`config.mk`:
```
export PLATFORM = sky130hd
export DESIGN_NAME = uart_receiver
export DESIGN_NICKNAME = d
export VERILOG_FILES = /design/src/rtl/uart_receiver.sv
export SDC_FILE = /design/constraint.sdc
export NUM_CORES = 1
export LEC_CHECK = 0
export CELL_PAD_IN_SITES_DETAIL_PLACEMENT = 0
export CELL_PAD_IN_SITES_GLOBAL_PLACEMENT = 1
export CORE_AREA = 3 3 50 98
export DETAILED_ROUTE_END_ITERATION = 7
export DIE_AREA = 0 0 53 101
export PLACE_DENSITY_LB_ADDON = 0.1
export SKIP_CTS_REPAIR_TIMING = 1
export SYNTH_ARGS = -nofsm -noshare
export SYNTH_HDL_FRONTEND = slang
export SYNTH_SLANG_ARGS = --single-unit
```
`constraint.sdc`:
```
create_clock -name clk -period 1.4 [get_ports clk]
set_input_delay 0.28 -clock clk [delete_from_list [all_inputs] [get_ports clk]]
set_output_delay 0.28 -clock clk [all_outputs]
set_load 0.1 [all_outputs]
```
`src/rtl/uart_receiver.sv`:
```
// uart_receiver: 8N1 LSB-first oversampled UART receiver with valid/read handshake and sticky error flags
module uart_receiver #(
    parameter int CLKS_PER_BIT = 16,
    parameter int DATA_BITS    = 8
) (
    input  logic                 clk,
    input  logic                 rst,
    input  logic                 i_rx,
    input  logic                 i_rd,
    input  logic                 i_clr_err,
    output logic [DATA_BITS-1:0] o_data,
    output logic                 o_valid,
    output logic                 o_busy,
    output logic                 o_frame_err,
    output logic                 o_overrun
);
    localparam int CW = $clog2(CLKS_PER_BIT);
    localparam int IW = $clog2(DATA_BITS);
    localparam logic [CW-1:0] HALF = CW'(CLKS_PER_BIT / 2 - 1);
    localparam logic [CW-1:0] FULL = CW'(CLKS_PER_BIT - 1);
    localparam logic [IW-1:0] LAST = IW'(DATA_BITS - 1);

    typedef enum logic [2:0] {S_IDLE, S_START, S_DATA, S_STOP, S_BREAK} state_t;

    state_t               state_q, state_d;
    logic                 sync1_q, sync1_d, rx_s_q, rx_s_d;
    logic [CW-1:0]        cnt_q, cnt_d;
    logic [IW-1:0]        idx_q, idx_d;
    logic [DATA_BITS-1:0] shift_q, shift_d, data_q, data_d;
    logic                 valid_q, valid_d, ferr_q, ferr_d, ovr_q, ovr_d;
    logic                 load, ferr_set;

    always_comb begin
        sync1_d  = i_rx;
        rx_s_d   = sync1_q;
        state_d  = state_q;
        cnt_d    = cnt_q + CW'(1);
        idx_d    = idx_q;
        shift_d  = shift_q;
        load     = 1'b0;
        ferr_set = 1'b0;
        case (state_q)
            S_IDLE: begin
                cnt_d = '0;
                if (!rx_s_q) state_d = S_START;
            end
            S_START: if (cnt_q == HALF) begin
                cnt_d   = '0;
                idx_d   = '0;
                state_d = rx_s_q ? S_IDLE : S_DATA;
            end
            S_DATA: if (cnt_q == FULL) begin
                cnt_d          = '0;
                shift_d[idx_q] = rx_s_q;
                idx_d          = idx_q + IW'(1);
                if (idx_q == LAST) state_d = S_STOP;
            end
            S_STOP: if (cnt_q == FULL) begin
                cnt_d    = '0;
                load     = rx_s_q;
                ferr_set = !rx_s_q;
                state_d  = rx_s_q ? S_IDLE : S_BREAK;
            end
            S_BREAK: begin
                cnt_d = '0;
                if (rx_s_q) state_d = S_IDLE;
            end
            default: state_d = S_IDLE;
        endcase
        // A load in the same cycle as a read keeps the byte valid and is not an overrun
        data_d  = load ? shift_q : data_q;
        valid_d = load ? 1'b1 : (i_rd ? 1'b0 : valid_q);
        ovr_d   = (load && valid_q && !i_rd) ? 1'b1 : (i_clr_err ? 1'b0 : ovr_q);
        ferr_d  = ferr_set ? 1'b1 : (i_clr_err ? 1'b0 : ferr_q);
    end

    always_ff @(posedge clk) begin
        if (rst) begin
            state_q <= S_IDLE;
            sync1_q <= 1'b1;
            rx_s_q  <= 1'b1;
            cnt_q   <= '0;
            idx_q   <= '0;
            shift_q <= '0;
            data_q  <= '0;
            valid_q <= 1'b0;
            ferr_q  <= 1'b0;
            ovr_q   <= 1'b0;
        end else begin
            state_q <= state_d;
            sync1_q <= sync1_d;
            rx_s_q  <= rx_s_d;
            cnt_q   <= cnt_d;
            idx_q   <= idx_d;
            shift_q <= shift_d;
            data_q  <= data_d;
            valid_q <= valid_d;
            ferr_q  <= ferr_d;
            ovr_q   <= ovr_d;
        end
    end

    assign o_data      = data_q;
    assign o_valid     = valid_q;
    assign o_busy      = (state_q != S_IDLE);
    assign o_frame_err = ferr_q;
    assign o_overrun   = ovr_q;
endmodule

```
==> impl_metrics.py <==
metrics = {
    "outcome": {
        "status": "finished, violations left",
        "violations": "negative setup slack",
    },
    "sta": {
        "fin_crit_ns": 1.70,
        "drv_slew": 0,
        "setup_viol": 4,
        "finalSetupTns_ns": -0.645,
        "hold_slack_ns": 0.408,
        "fin_skew_ns": 0.00324,
        "max_freq_ghz": 0.588,
        "rsz0062_at_grt": "true",
        "fin_crit_sh_pct": 122,
        "timing.final.ws_setup_ns": -0.301,
        "finalHoldViolCount": 0,
        "max_slew_margin_pct": 76.9,
        "worst_slew_pin_slew_ns": 0.346,
    },
    "critical_path": {
        "end_kind": "output pin",
        "worstPathArrival_ns": 1.42,
        "crit_type": "reg -> out",
        "path_max_fanout": 4,
        "worstSetupStartpointType": "flip-flop",
        "cp.required_ns": 1.12,
    },
    "place": {
        "dpl_cell_area_mm2": 0.00214,
        "place.port_buffers": 16,
        "hpwl_mm": 3.06,
        "routabilityCongestion": 0.781,
    },
    "clock_network": {
        "clockBufferDepth": 2,
        "htree_levels": 2,
        "cts_buffers": 5,
        "insertion_delay_ns": 0.28,
        "cts_tree": "built",
        "clk_pin_slew_ns": 0.06,
        "cts_root_buf": "clkbuf_8",
        "cts_sinks": 31,
    },
    "route": {
        "drt_iter0_drc": 19,
        "avgRoutedWirePerCell_um": 15.6,
        "drtPass1Iterations": 5,
        "antenna_left": 0,
        "num_vias": 1433,
        "wl_mm": 4.19,
        "viasPerCell": 5.35,
        "remaining_drc_errors": 0,
    },
    "logic_synthesis": {
        "synthCells": 170,
        "synthFlopType": "dfxtp_1",
        "synth_cell_type_count": 41,
        "async_flop_share_pct": 0,
        "ys_top_cells_by_count": "dfxtp_1 (31), nand2b_1 (17), nand4_1 (16)",
        "ys_ff_latch": 31,
        "netlist_top_cells_area": "dfxtp_1 (39%), mux2i_1 (7.5%), nand2b_1 (6.7%), nand4_1 (6.3%), o31ai_1 (3.8%)",
        "syn-num-nets": 178,
        "avgSynthCellArea_um2": 9.41,
        "synth-edff-count": 0,
        "yosysMostFrequentCell": "dfxtp_1",
        "synth_top_area_share_pct": 38.8,
        "seq_area_frac_synth_pct": 38.8,
        "yosysWarnings": 0,
        "synth_top_cell_by_area": "dfxtp_1",
        "syn_area_mm2": 0.00160,
    },
    "worst_hold_path": {
        "hold_class": "reg -> reg",
    },
    "final_layout": {
        "antenna_cells": 0,
        "areaGrowthSynthToFinish_pct": 50.8,
        "post-route-cell-area_mm2": 0.00241,
        "fin_nets": 222,
        "layout-drive-gt1-share_pct": 37.9,
    },
    "flow_run": {
        "maxCapViolCount": 0,
    },
    "grt": {
        "antenna_found_initial": 0,
        "grt_max_degree": 18,
        "grt_pass1_wl_mm": 6.65,
        "overflow": 0,
        "gr-usage-met1_pct": 16.7,
        "grt_usage_pct": 16.9,
        "use_met3_pct": 3.56,
        "gr-usage-met2_pct": 31.3,
        "grt-busiest-layer": "met2",
        "grt_pass1_vias": 1473,
    },
    "floorplanning": {
        "core_area_mm2": 0.00430,
        "ios": 17,
        "chipHeight_um": 101,
        "initial_core_util_pct": 37.2,
        "rows": 34,
        "fp.dieW_um": 53,
        "dieArea_mm2": 0.00535,
    },
    "power": {
        "p_total_mw": 2.15,
        "power_density_mw_per_mm2": 893,
        "vdd_drop_max_uv": 994,
        "p_leak_nw": 0.939,
    },
}
## power by group
| group | total, mW | internal [mW] | leakage (nW) | switching [mW] |
|---|---|---|---|---|
| Combinational | 0.488 | 0.236 | 0.637 | 0.252 |
| Sequential | 0.961 | 0.909 | 0.255 | 0.0522 |
| Clock | 0.704 | 0.385 | 0.0470 | 0.320 |
| Total | 2.15 | 1.53 | 0.939 | 0.624 |
## per-stage QoR
step	util (%)	instances	setup slack (ns)
6_report	56.1	268	-0.301
5_1_grt	56.1	268	-0.331
4_1_cts	51.9	259	-0.364
3_5_place_dp	49.8	252	-0.135
3_3_place_gp	49.8	252	-0.0665
2_1_floorplan	-	170	-0.0450
## registers in the layout, summed over array words and instances (netlist names)
signal,flops
shift_q,8
o_valid,1
o_data,8
rx_s_d,1
state_q,3
rx_s_q,1
idx_q,3
o_overrun,1
cnt_q,4
o_frame_err,1
## cell families (layout without fill, tap and decap cells)
logic type	count (synthesis)	count (layout)	share of synthesized area (%)
flops	31	31	38.8
mux	13	13	8.22
buf+inv	19	62	5.79
fa+ha+maj	3	3	2.35
simple gates	75	76	32.5
xor+xnor	2	2	1.10
compound gates	27	27	11.3
## routing by layer
| layer | up-vias | share of wire [%] | wire length [um] |
|---|---|---|---|
| li1 | 714 | - | - |
| met1 | 683 | 36 | 1510 |
| met2 | 27 | 58 | 2440 |
| met3 | 9 | 2.5 | 103 |
| met4 | 0 | 3.2 | 133 |
| met5 | - | 0 | 0 |
## worst max-delay path, cell delays in order, from the launching register on
cell     delay, ns
dfxtp_4       0.36
buf_6         0.12
buf_12        0.12
or3_4         0.37
buf_12        0.17
## final cells by class
type                    count  area, um2
inverters                   2       7.51
well taps                  54       67.6
clock inverters             1       5.00
fillers                   382       1890
multi-input cells         121        991
clock buffers               6       82.6
flip-flops and latches     31        633
repair buffers             53        624
## cells in the final DEF (no fill, tap or decap), types with 3 or more instances in the layout
cell type	n
a21oi_1	11
buf_12	15
buf_4	30
buf_6	3
clkbuf_8	6
clkdlybuf4s50_1	4
dfxtp_1	23
dfxtp_2	7
ha_4	3
mux2i_1	12
nand2_1	3
nand2b_1	17
nand3_1	4
nand3b_1	3
nand4_1	16
nor2_1	4
nor2b_1	5
nor3_1	3
o31ai_1	7
## path summary, 6_finish.rpt
check              from          to  slack (ns)  cells past startpoint
min              rx_s_d      rx_s_q        0.41                      1
max reg2reg  state_q[2]  shift_q[1]       -0.20                      5
min reg2reg      rx_s_d      rx_s_q        0.41                      1
max          state_q[2]      o_busy       -0.30                      4
Note: power is estimated with default switching activity, not from simulation.
